### src/rtl/noc_pkg.sv
// Shared NoC definitions: default widths and the loader FSM encoding.
package noc_pkg;

  localparam int NOC_ADDR_W     = 14;
  localparam int NOC_OFFCHIP_DW = 512;
  localparam int NOC_RD_LAT     = 4;

  typedef enum logic [1:0] {
    ST_IDLE  = 2'd0,
    ST_ISSUE = 2'd1,
    ST_DRAIN = 2'd2,
    ST_DONE  = 2'd3
  } loader_state_e;

endpackage

### src/rtl/ddr_pod_loader_if.sv
// Command, DDR-read and pod-write signals of the DDR-to-pod loader.
interface ddr_pod_loader_if #(
  parameter int ADDR_W     = noc_pkg::NOC_ADDR_W,
  parameter int OFFCHIP_DW = noc_pkg::NOC_OFFCHIP_DW,
  parameter int LEN_W      = 8
) ();

  logic                  cmd_valid;
  logic                  cmd_ready;
  logic [ADDR_W-1:0]     cmd_src;
  logic [ADDR_W-1:0]     cmd_dst;
  logic [LEN_W-1:0]      cmd_len;
  logic [ADDR_W-1:0]     ddr_raddr;
  logic                  ddr_ren;
  logic [OFFCHIP_DW-1:0] ddr_rdata;
  logic                  pod_wen;
  logic [ADDR_W-1:0]     pod_waddr;
  logic [OFFCHIP_DW-1:0] pod_wdata;
  logic                  busy;
  logic                  done;

  modport slave (
    input  cmd_valid, cmd_src, cmd_dst, cmd_len, ddr_rdata,
    output cmd_ready, ddr_raddr, ddr_ren, pod_wen, pod_waddr, pod_wdata, busy, done
  );

  modport master (
    output cmd_valid, cmd_src, cmd_dst, cmd_len, ddr_rdata,
    input  cmd_ready, ddr_raddr, ddr_ren, pod_wen, pod_waddr, pod_wdata, busy, done
  );

endinterface

### src/rtl/lat_pipe.sv
// Fixed-depth valid/index delay line matching the DDR read latency.
module lat_pipe #(
  parameter int DEPTH = 4,
  parameter int IDX_W = 8
) (
  input  logic             clk,
  input  logic             rst,
  input  logic             in_valid,
  input  logic [IDX_W-1:0] in_idx,
  output logic             out_valid,
  output logic [IDX_W-1:0] out_idx
);

  logic             valid_reg [DEPTH];
  logic [IDX_W-1:0] idx_reg   [DEPTH];

  generate
    for (genvar gi = 0; gi < DEPTH; gi++) begin : g_stage
      if (gi == 0) begin : g_head
        always_ff @(posedge clk) begin
          valid_reg[gi] <= rst ? 1'b0 : in_valid;
          idx_reg[gi]   <= in_idx;
        end
      end else begin : g_body
        always_ff @(posedge clk) begin
          valid_reg[gi] <= rst ? 1'b0 : valid_reg[gi-1];
          idx_reg[gi]   <= idx_reg[gi-1];
        end
      end
    end
  endgenerate

  assign out_valid = valid_reg[DEPTH-1];
  assign out_idx   = idx_reg[DEPTH-1];

endmodule

### src/rtl/ddr_pod_loader.sv
// Copies a burst of words from DDR into pod memory: issues reads, then
// writes each returned word RD_LAT+1 cycles after its read was issued.
module ddr_pod_loader
  import noc_pkg::*;
#(
  parameter int ADDR_W     = NOC_ADDR_W,
  parameter int OFFCHIP_DW = NOC_OFFCHIP_DW,
  parameter int LEN_W      = 8,
  parameter int RD_LAT     = NOC_RD_LAT
) (
  input logic             clk,
  input logic             rst,
  ddr_pod_loader_if.slave bus
);

  loader_state_e         state_reg;
  logic [ADDR_W-1:0]     dst_reg;
  logic [ADDR_W-1:0]     raddr_reg;
  logic                  ren_reg;
  logic [LEN_W-1:0]      idx_reg;
  logic [LEN_W-1:0]      issue_left_reg;
  logic [LEN_W-1:0]      write_left_reg;
  logic                  pod_wen_reg;
  logic [ADDR_W-1:0]     pod_waddr_reg;
  logic [OFFCHIP_DW-1:0] pod_wdata_reg;
  logic                  pipe_valid;
  logic [LEN_W-1:0]      pipe_idx;

  lat_pipe #(
    .DEPTH (RD_LAT),
    .IDX_W (LEN_W)
  ) u_lat_pipe (
    .clk       (clk),
    .rst       (rst),
    .in_valid  (ren_reg),
    .in_idx    (idx_reg),
    .out_valid (pipe_valid),
    .out_idx   (pipe_idx)
  );

  always_ff @(posedge clk) begin
    if (rst) begin
      state_reg      <= ST_IDLE;
      dst_reg        <= '0;
      raddr_reg      <= '0;
      ren_reg        <= 1'b0;
      idx_reg        <= '0;
      issue_left_reg <= '0;
      write_left_reg <= '0;
      pod_wen_reg    <= 1'b0;
      pod_waddr_reg  <= '0;
      pod_wdata_reg  <= '0;
    end else begin
      // Write stage: the pipe output lines up with the DDR data of that beat.
      pod_wen_reg <= pipe_valid;
      if (pipe_valid) begin
        pod_waddr_reg <= dst_reg + ADDR_W'(pipe_idx);
        pod_wdata_reg <= bus.ddr_rdata;
      end
      if (pod_wen_reg) begin
        write_left_reg <= write_left_reg - LEN_W'(1);
      end

      case (state_reg)
        ST_IDLE: begin
          if (bus.cmd_valid) begin
            dst_reg        <= bus.cmd_dst;
            write_left_reg <= bus.cmd_len;
            if (bus.cmd_len == '0) begin
              state_reg <= ST_DONE;
            end else begin
              state_reg      <= ST_ISSUE;
              ren_reg        <= 1'b1;
              raddr_reg      <= bus.cmd_src;
              idx_reg        <= '0;
              issue_left_reg <= bus.cmd_len - LEN_W'(1);
            end
          end
        end
        ST_ISSUE: begin
          if (issue_left_reg == '0) begin
            ren_reg   <= 1'b0;
            state_reg <= ST_DRAIN;
          end else begin
            raddr_reg      <= raddr_reg + ADDR_W'(1);
            idx_reg        <= idx_reg + LEN_W'(1);
            issue_left_reg <= issue_left_reg - LEN_W'(1);
          end
        end
        ST_DRAIN: begin
          // The last write always lands after ISSUE has ended.
          if (pod_wen_reg && write_left_reg == LEN_W'(1)) begin
            state_reg <= ST_DONE;
          end
        end
        ST_DONE: state_reg <= ST_IDLE;
        default: state_reg <= ST_IDLE;
      endcase
    end
  end

  assign bus.cmd_ready = !rst && (state_reg == ST_IDLE);
  assign bus.busy      = !rst && (state_reg != ST_IDLE);
  assign bus.done      = !rst && (state_reg == ST_DONE);
  assign bus.ddr_ren   = !rst && ren_reg;
  assign bus.ddr_raddr = rst ? '0 : raddr_reg;
  assign bus.pod_wen   = !rst && pod_wen_reg;
  assign bus.pod_waddr = rst ? '0 : pod_waddr_reg;
  assign bus.pod_wdata = rst ? '0 : pod_wdata_reg;

endmodule

### src/flat_wrapper.sv
// flat-port wrapper written by rule: the top's interface ports become plain ports
module ddr_pod_loader_flat import noc_pkg::*;
#(
  parameter int ADDR_W     = NOC_ADDR_W,
  parameter int OFFCHIP_DW = NOC_OFFCHIP_DW,
  parameter int LEN_W      = 8,
  parameter int RD_LAT     = NOC_RD_LAT
)
  (clk, rst, bus_cmd_valid, bus_cmd_src, bus_cmd_dst, bus_cmd_len, bus_ddr_rdata, bus_cmd_ready, bus_ddr_raddr, bus_ddr_ren, bus_pod_wen, bus_pod_waddr, bus_pod_wdata, bus_busy, bus_done);
  ddr_pod_loader_if #(.ADDR_W(ADDR_W), .OFFCHIP_DW(OFFCHIP_DW), .LEN_W(LEN_W)) bus_i ();
  input logic clk;
  input logic rst;
  input wire logic [$bits(bus_i.cmd_valid)-1:0] bus_cmd_valid;
  input wire logic [$bits(bus_i.cmd_src)-1:0] bus_cmd_src;
  input wire logic [$bits(bus_i.cmd_dst)-1:0] bus_cmd_dst;
  input wire logic [$bits(bus_i.cmd_len)-1:0] bus_cmd_len;
  input wire logic [$bits(bus_i.ddr_rdata)-1:0] bus_ddr_rdata;
  output wire logic [$bits(bus_i.cmd_ready)-1:0] bus_cmd_ready;
  output wire logic [$bits(bus_i.ddr_raddr)-1:0] bus_ddr_raddr;
  output wire logic [$bits(bus_i.ddr_ren)-1:0] bus_ddr_ren;
  output wire logic [$bits(bus_i.pod_wen)-1:0] bus_pod_wen;
  output wire logic [$bits(bus_i.pod_waddr)-1:0] bus_pod_waddr;
  output wire logic [$bits(bus_i.pod_wdata)-1:0] bus_pod_wdata;
  output wire logic [$bits(bus_i.busy)-1:0] bus_busy;
  output wire logic [$bits(bus_i.done)-1:0] bus_done;
  assign bus_i.cmd_valid = bus_cmd_valid;
  assign bus_i.cmd_src = bus_cmd_src;
  assign bus_i.cmd_dst = bus_cmd_dst;
  assign bus_i.cmd_len = bus_cmd_len;
  assign bus_i.ddr_rdata = bus_ddr_rdata;
  assign bus_cmd_ready = bus_i.cmd_ready;
  assign bus_ddr_raddr = bus_i.ddr_raddr;
  assign bus_ddr_ren = bus_i.ddr_ren;
  assign bus_pod_wen = bus_i.pod_wen;
  assign bus_pod_waddr = bus_i.pod_waddr;
  assign bus_pod_wdata = bus_i.pod_wdata;
  assign bus_busy = bus_i.busy;
  assign bus_done = bus_i.done;
  ddr_pod_loader #(.ADDR_W(ADDR_W), .OFFCHIP_DW(OFFCHIP_DW), .LEN_W(LEN_W), .RD_LAT(RD_LAT)) u_core (.clk(clk), .rst(rst), .bus(bus_i));
endmodule
### config.mk
export PLATFORM = sky130hd
export DESIGN_NAME = ddr_pod_loader_flat
export DESIGN_NICKNAME = d
export VERILOG_FILES = /design/src/rtl/noc_pkg.sv /design/src/rtl/ddr_pod_loader_if.sv /design/src/rtl/lat_pipe.sv /design/src/rtl/ddr_pod_loader.sv /design/src/flat_wrapper.sv
export SDC_FILE = /design/constraint.sdc
export NUM_CORES = 1
export LEC_CHECK = 0
export CORE_AREA = 2 2 431 433
export DETAILED_ROUTE_END_ITERATION = 8
export DIE_AREA = 0 0 433 435
export SETUP_SLACK_MARGIN = 0.1
export SYNTH_ARGS = -nofsm -noshare
export SYNTH_HDL_FRONTEND = slang
export SYNTH_SLANG_ARGS = --single-unit
### constraint.sdc
create_clock -name clk -period 2.4 [get_ports clk]
set_clock_uncertainty 0.15 [all_clocks]
set_input_delay 0.48 -clock clk [delete_from_list [all_inputs] [get_ports clk]]
set_output_delay 0.48 -clock clk [all_outputs]
set_load 0.01 [all_outputs]
* Word-level counts from Yosys, hierarchy flattened
Memory sizes are Yosys's and may differ from the RTL's.
Index checks and enable logic that the tools add are counted.
** Operators by class
- $add $sub $neg :: 6
- Multipliers :: 0
- Divide/modulo/power cells :: 0
- Order comparisons :: 0
- Equal/unequal tests :: 9
- Shift operators :: 0
- Mux-type cells :: 31
- Bitwise logic cells :: 0
- Reductions and logical operators :: 16
** Operators by type and width (count)
- $mux 512 :: 1
- $mux 8 :: 9
- $mux 14 :: 5
- $pmux 8 s2 :: 2
- $pmux 14 s2 :: 1
- $sub 8x1->8 const B :: 3
- $logic_not 8->1 :: 2
- $add 14x1->14 const B :: 1
- $add 14x8->14 :: 1
- $add 8x1->8 const B :: 1
- $eq 8x1->1 const B :: 1
- $mux 2 :: 4
- $pmux 2 s4 :: 1
- $reduce_and 4->1 :: 2
- $mux 1 :: 7
- $logic_and 1x1->1 :: 6
- $ne 2x2->1 const B :: 3
- $eq 2x2->1 const B :: 2
- $ne 2x1->1 const B :: 2
- $reduce_bool 2->1 :: 2
- $reduce_and 3->1 :: 1
- $eq 2x1->1 const B :: 1
- $logic_not 2->1 :: 1
- $pmux 1 s2 :: 1
- other kinds (2) :: 2
** Storage, ports and cells
- Register bits after elaboration :: 582
- Latch bits :: 0
- RAM bits :: 36
- Bits in read-only memories :: 0
- Bits of input ports :: 551
- Output and inout port bits :: 545
- Word-level logic and storage cells :: 74
- Memories :: 2
** Memories
- u_core.u_lat_pipe.idx_reg :: depth 4, bits a word 8, read ports 4, clocked after Yosys merged registers in 0, write ports 4, line lat_pipe.sv:15 : logic [IDX_W-1:0] idx_reg [DEPTH];
- u_core.u_lat_pipe.valid_reg :: depth 4, bits a word 1, read ports 4, clocked after Yosys merged registers in 0, write ports 4, line lat_pipe.sv:14 : logic valid_reg [DEPTH];

* Logic depth before layout (Yosys ltp)
Gate-level depths: netlist of the first run.
- Depth in word-level cells :: 4
- Gate-level depth with buffers :: 10
- Mapped depth without buffers :: 8

* Hierarchy
A second synthesis of the first run with hierarchy kept.
** Unflattened totals
- Cell total of the unflattened synthesis :: 2792
- Area, all modules :: 26120.1 um^2
** By module, submodules not included
- ddr_pod_loader :: times used 1, cells an instance 2752, area each 25374.3 um^2, seq. area each 11651.2 um^2
- lat_pipe :: times used 1, cells an instance 40, area each 745.7 um^2, seq. area each 720.7 um^2

* Least setup slack after synthesis of the first run
No wires, ideal clock.
- Path kind :: flip-flop to flip-flop
- Start point :: register u_core.state_reg[1]
- End point :: register u_core.issue_left_reg[4]
- Setup time :: 74 ps
- Data arrival time :: 2168 ps
- Required time :: 2176 ps
- Setup slack :: 8 ps
- Cell stages (with the launch flop) :: 11
- Cells stage by stage :: dfxtp_1 inv_1 ha_1 clkbuf_1 buf_1 mux2i_1 ha_1 o21ai_0 a211oi_1 o21ai_0 a31oi_1
** On the way
- Word-level cells in the longest chain between the ends :: 3
- Elaborated cells on any way between the ends :: 8
** RTL lines
- start: declaration :: line ddr_pod_loader.sv:16 : loader_state_e state_reg;
- start signal: assignment :: line ddr_pod_loader.sv:43 : state_reg <= ST_IDLE;
- start signal: assignment :: line ddr_pod_loader.sv:70 : state_reg <= ST_DONE;
- start signal: assignment :: line ddr_pod_loader.sv:72 : state_reg <= ST_ISSUE;
- $eq 2x1->1 / $logic_not 2->1 (equally long branches) :: line ddr_pod_loader.sv:64 : case (state_reg)
- $ne 2x2->1 (no source line) / $reduce_bool 2->1 (equally long branches)
- $reduce_and 4->1 (no source line)
- end signal: assignment :: line ddr_pod_loader.sv:76 : issue_left_reg <= bus.cmd_len - LEN_W'(1);
- end signal: assignment :: line ddr_pod_loader.sv:87 : issue_left_reg <= issue_left_reg - LEN_W'(1);
- end: declaration :: line ddr_pod_loader.sv:21 : logic [LEN_W-1:0] issue_left_reg;
Parallel ways exist; a longest one is shown, timed or not.
A chain may end at the register's enable or synchronous reset.

* Worst setup path after layout of the first run
- Start point :: input rst
- End point :: output bus_pod_wdata[306]
** On the way
- Word-level cells in the longest chain between the ends :: 1
** RTL lines
- start: declaration :: line flat_wrapper.sv:12 : input logic rst;
- $mux 512 :: line ddr_pod_loader.sv:109 : assign bus.pod_wdata = rst ? '0 : pod_wdata_reg;
- end: declaration :: line flat_wrapper.sv:23 : output wire logic [$bits(bus_i.pod_wdata)-1:0] bus_pod_wdata;
No other way between the ends.

==> results.py, run 1 <==
metrics = {
    "synth": {
        "ys_seq_area_frac": 0.475,
        "ys_types": 64,
        "synth_flop_cell": "dfxtp_1",
        "synth_seq_cells": 618,
        "synth_warnings": 0,
        "synthCells": 2790,
        "netlist_area_mm2": 0.0260,
        "synth-edff-count": 0,
        "syn_nets": 3359,
        "avgSynthCellArea_um2": 9.33,
        "async_flop_share": 0,
    },
    "global_routing": {
        "grt_overflow": 0,
        "grt_pass1_wl_um": 178000,
        "antenna_found_initial": 62,
        "grt_max_degree": 94,
        "grtUsageTotal": 0.133,
        "grt_pass1_vias": 23100,
    },
    "min_path": {
        "holdPathEnd": "u_core.raddr_reg[13]",
        "hold_start": "rst",
        "hold_path_class": "in -> reg",
        "whs_path_depth": 3,
    },
    "cells_and_area": {
        "finalNetCount": 4525,
        "largest_reg_flops": 512,
        "layout_common_cells": "nor2_1 (559), clkdlybuf4s50_1 (549), dfxtp_1 (546), nor2b_1 (524), mux2i_1 (519)",
        "syn2layout_area_growth_pct": 67.7,
        "stdcell_count": 6508,
        "drive_gt1_frac": 0.129,
        "final_cell_area_mm2": 0.0437,
        "final_common_cell": "nor2_1",
    },
    "sta": {
        "slew_viol_final": 0,
        "worst-slew-pin-transition_ps": 781,
        "hold_viol": 0,
        "setup_viol": 0,
        "fmax_mhz": 435,
        "rsz0062_at_grt": "yes",
        "finalCritPeriodShare": 0.959,
        "relSlewSlack": 0.479,
        "period_minus_slack_ps": 2300,
    },
    "route": {
        "ant_nets": 0,
        "first_pass_iters": 5,
        "drt_wl_total_um": 131000,
        "drc_errors": 0,
        "wl_per_cell_um": 20.1,
        "initialDrtViolationCount": 1322,
        "routed-via-count": 23600,
        "routed_via_density": 3.63,
    },
    "flow_run": {
        "maxCapViolations": 0,
    },
    "worst_setup_path": {
        "required_ps": 1770,
        "r2r-start": "u_core.state_reg[1]",
        "end_kind": "primary output",
        "crit_path_start_kind": "input pin",
        "reg2reg_depth": 9,
        "cp.arrival_ps": 1670,
        "worstPathMaxFanout": 20,
        "path_class": "in -> out",
        "timing.rr.end": "u_core.issue_left_reg[5]",
        "r2r_slack_ps": 140,
    },
    "clock_tree": {
        "ctsHoldBuffers": 0,
        "cts_buffers": 80,
        "clk_pin_slew_ps": 60,
        "cts_num_sinks": 618,
        "h-tree-depth": 3,
        "clk_latency_ps": 720,
        "clockBufferDepth": 3,
        "cts_tree": "built",
        "cts_root_buffer": "clkbuf_16",
    },
    "die": {
        "die_x_um": 433,
        "initial_core_util": 0.141,
        "dieArea_mm2": 0.188,
        "num_rows": 158,
        "core_area_mm2": 0.184,
        "die_h_um": 435,
        "ios": 1096,
    },
    "power_and_ir_drop": {
        "ir_drop_uv": 470,
        "p_per_area_mw_per_mm2": 642,
        "leakage_nw": 17.5,
    },
    "outcome": {
        "outcome": "completed",
    },
    "place": {
        "placed_cells": 6338,
        "place_congestion": 0.953,
        "port-buffer-count": 1095,
        "dp_hpwl_um": 105000,
        "post_dp_cell_area_mm2": 0.0410,
    },
}
## layout make-up
class,instances,area (um2)
diodes,13,32.5
clock buffers,108,2270
clock inverters,33,457
fillers,20000,140000
inverters,24,92.6
multi-input cells,1946,13000
flip-flops and latches,618,12500
well taps,2480,3100
repair buffers,1286,12300
## metal layers
| layer | share of wire | global-route usage | up-vias |
|---|---|---|---|
| met5 | 0.00012 | 0 | - |
| met4 | 0.040 | 0.0586 | 2 |
| met3 | 0.069 | 0.0335 | 202 |
| met2 | 0.48 | 0.224 | 825 |
| met1 | 0.41 | 0.159 | 11100 |
| li1 | - | - | 11500 |
## cell families (layout without fill, tap and decap cells)
group | count (synthesis) | count (layout) | synth area share
adder cells (fa/ha/maj) | 18 | 18 | 0.00894
other | 0 | 13 | 0
buffers and inverters | 226 | 1451 | 0.0339
AND/OR/NAND/NOR | 1254 | 1254 | 0.242
multiplexers | 521 | 521 | 0.200
AO/OA/AOI/OAI | 135 | 135 | 0.0340
flip-flops | 618 | 618 | 0.475
XOR/XNOR | 18 | 18 | 0.00606
## cell usage after synthesis, types with 6 or more instances
| master | count | area [um2] |
|---|---|---|
| buf_2 | 6 | 30.0 |
| inv_1 | 23 | 86.3 |
| o21ai_0 | 23 | 115 |
| nor2_1 | 560 | 2100 |
| clkbuf_1 | 155 | 582 |
| nand2_1 | 62 | 233 |
| xor2_1 | 6 | 52.6 |
| nand4_1 | 6 | 37.5 |
| dfxtp_1 | 618 | 12400 |
| nand3_1 | 13 | 65.1 |
| ha_1 | 17 | 213 |
| a31oi_1 | 7 | 43.8 |
| xnor2_1 | 12 | 105 |
| mux2i_1 | 520 | 5200 |
| buf_1 | 36 | 135 |
| or3_1 | 10 | 62.6 |
| nor3_1 | 19 | 95.1 |
| a211oi_1 | 13 | 97.6 |
| nor2b_1 | 549 | 3430 |
| a21oi_1 | 40 | 200 |
## per-stage QoR
stage	setup slack (ps)	hold WS [ps]	power [mW]	util	TNS [ps]
after global placement	-232	161	15.3	0.223	-21820
after global routing	37.8	83.0	29.3	0.237	0
final	99.4	99.2	28.0	0.237	0
after CTS	-64.6	13.3	28.3	0.236	-64.6
after detailed placement	-207	162	15.3	0.223	-22640
after floorplan	125	160	13.1	-	0
## power by group
part           switching, mW  total, mW  leakage (nW)  internal, mW
clock network           5.22       12.6          1.33          7.43
registers              0.375       11.0          5.03          10.7
logic                   2.08       4.36          11.1          2.28
## how the worst max path moves through the flow
stage | start | to | slack, ps | cells after the start
after global placement | bus_cmd_len[7] | u_core.raddr_reg[13] | -230 | 7
after detailed placement | bus_cmd_len[2] | u_core.raddr_reg[1] | -210 | 7
final | rst | bus_pod_wdata[306] | 100 | 7
after CTS | u_core.pod_wdata_reg[330] | bus_pod_wdata[330] | -60 | 2
after global routing | u_core.state_reg[1] | bus_cmd_ready | 40 | 5
after floorplan | u_core.state_reg[1] | u_core.issue_left_reg[4] | 120 | 10
## what timing repair did
item | 4_1_cts | 5_1_grt
resized for setup | 682 | 54
buffers inserted | 7 | 5
gates cloned | 2 | 2
pin swaps | 11 | 9
hold endpoints to repair | 0 | 0
setup endpoints to repair | 528 | 64
## worst max-delay path, cell delays in order
cell,delay (ps)
buf_16,160
buf_12,190
buf_12,150
buf_4,170
nor2b_1,110
buf_4,190
buf_4,150
No activity file was read; power rests on OpenSTA's default activity.
==> run 2: changes to the inputs <==
CAP_MARGIN = 40   (was not set)
CORE_AREA = 2 2 428 430   (was 2 2 431 433)
DIE_AREA = 0 0 430 432   (was 0 0 433 435)
==> results.py, run 2 (synthesis gave the netlist of run 1 again) <==
metrics = {
    "place": {
        "placed_cells": 6253,
        "dp_hpwl_um": 99400,
        "place_congestion": 0.894,
        "port-buffer-count": 1095,
    },
    "worst_setup_path": {
        "cp-startpoint": "u_core.state_reg[0]",
        "worstPathMaxFanout": 6,
        "path_class": "reg -> reg",
        "reg2reg_depth": 10,
        "r2r_slack_ps": 40,
        "crit_path_frequent_cell": "buf_6",
        "path_cells": "inv_2, ha_4, buf_6, or4b_4, buf_6, o31ai_4, nor2_4, buf_12, o211ai_1, a31oi_1",
        "crit_path_start_kind": "register",
        "end_kind": "register",
        "cp_slowest_stage_delay_ps": 490,
        "r2r-start": "u_core.state_reg[0]",
        "crit_slowest_cell": "or4b_4",
        "cp.arrival_ps": 2760,
        "required_ps": 2800,
    },
    "route": {
        "drt_wl_total_um": 126000,
        "drc_errors": 0,
        "initialDrtViolationCount": 1399,
        "wirelength_met1_um": 52700,
        "ant_nets": 0,
        "wl_per_cell_um": 19.5,
        "routed-via-count": 23900,
        "top_layer": "met5",
        "met2_length_um": 57300,
        "routed_via_density": 3.71,
        "met3_length_um": 10000,
        "first_pass_iters": 5,
    },
    "die": {
        "die_x_um": 430,
        "ios": 1096,
        "dieArea_mm2": 0.186,
        "initial_core_util": 0.143,
        "num_rows": 157,
        "die_h_um": 432,
        "core_area_mm2": 0.182,
    },
    "sta": {
        "setup_viol": 0,
        "relSlewSlack": 0.692,
        "finalCritPeriodShare": 0.982,
        "fmax_mhz": 424,
        "worst-slew-pin-transition_ps": 459,
        "timing.setup.tns_ps": 0,
        "period_minus_slack_ps": 2360,
        "rsz0062_at_grt": "yes",
        "hold_viol": 0,
        "slew_viol_final": 0,
    },
    "global_routing": {
        "grt_pass1_wl_um": 171000,
        "grt_pass1_vias": 23100,
        "grt_overflow": 0,
        "grt_max_degree": 56,
        "antenna_found_initial": 30,
        "grtUsageTotal": 0.127,
    },
    "clock_tree": {
        "ctsHoldBuffers": 0,
        "h-tree-depth": 3,
        "cts_tree": "built",
        "clockBufferDepth": 3,
        "cts_num_sinks": 618,
        "cts_root_buffer": "clkbuf_16",
        "cts_buffers": 78,
        "clk_latency_ps": 670,
        "clk_pin_slew_ps": 60,
    },
    "outcome": {
        "outcome": "completed",
    },
    "power_and_ir_drop": {
        "leakage_nw": 17.7,
        "ir_drop_uv": 496,
        "p_per_area_mw_per_mm2": 644,
    },
    "cells_and_area": {
        "stdcell_count": 6446,
        "finalNetCount": 4559,
        "final_common_cell": "nor2_1",
        "fillers": 19700,
        "drive_gt1_frac": 0.145,
        "layout_common_cells": "nor2_1 (557), dfxtp_1 (553), clkdlybuf4s50_1 (549), mux2i_1 (519), nor2b_1 (516)",
        "syn2layout_area_growth_pct": 70.0,
        "largest_reg_flops": 512,
    },
    "min_path": {
        "hold_path_class": "in -> reg",
        "whs_path_depth": 3,
        "hold_start": "rst",
    },
    "flow_run": {
        "maxCapViolations": 0,
    },
}
-- run 2: cell types whose count changed in the layout (fill, tap and decap cells not counted), sizes merged --
cell | previous run | this run
dlymetal6s2s | 1 | 0
clkbuf | 123 | 130
buf | 234 | 269
clkinv | 18 | 22
bufbuf | 2 | 4
clkdlybuf4s15 | 34 | 23
inv | 28 | 25
diode | 13 | 12
clkinvlp | 4 | 5
-- run 2: worst paths after layout --
kind	to
min reg2reg	u_core.u_lat_pipe.idx_reg[2][7]
max reg2reg	u_core.issue_left_reg[3]
min	u_core.pod_wdata_reg[117]
max	u_core.issue_left_reg[3]
-- run 2: area by class of cell --
cell class,count,area [um2],share of cell area
multi-input cells,1946,13200,0.298
repair buffers,1322,12700,0.287
flip-flops and latches,618,12500,0.282
well taps,2385,2980,0.0674
clock buffers,104,2290,0.0518
clock inverters,35,452,0.0102
inverters,24,90.1,0.00204
diodes,12,30.0,0.000678
-- run 2: power by group --
group          internal, mW  switching [mW]  leakage [nW]
combinational          2.58            2.26          11.4
clock                  7.51            5.12          1.35
sequential             10.7           0.399          5.03
-- run 2: critical path, delay by kind of cell, from the launching register on --
family	cells	cell delay, ps
and+or+nand+nor	2	610
AOI/OAI and AO/OA	3	510
buffers and inverters	4	480
DFF	1	320
adders and majority gates	1	160
-- run 2: routing by layer --
metal / GRT usage / up-vias
met5: 0 / -
met4: 0.0630 / 12
met3: 0.0424 / 187
met2: 0.197 / 822
met1: 0.157 / 11300
li1: - / 11600
-- run 2: repair_timing --
action	4_1_cts	5_1_grt
cloned	6	4
resized for setup	741	92
endpoints found under the setup margin	556	73
setup buffers	26	7
pin swaps	24	36
-- run 2: per-stage QoR --
stage	hold slack, ps	utilization	setup WS [ps]	power [mW]	instance area, um2
after detailed placement	162	0.225	-266	15.4	41000
after CTS	80.9	0.242	19.3	28.5	44000
after floorplan	160	-	125	13.1	26000
final	158	0.244	43.7	28.5	44300
after global routing	127	0.244	-41.1	29.6	44300
after global placement	161	0.225	-219	15.3	41000
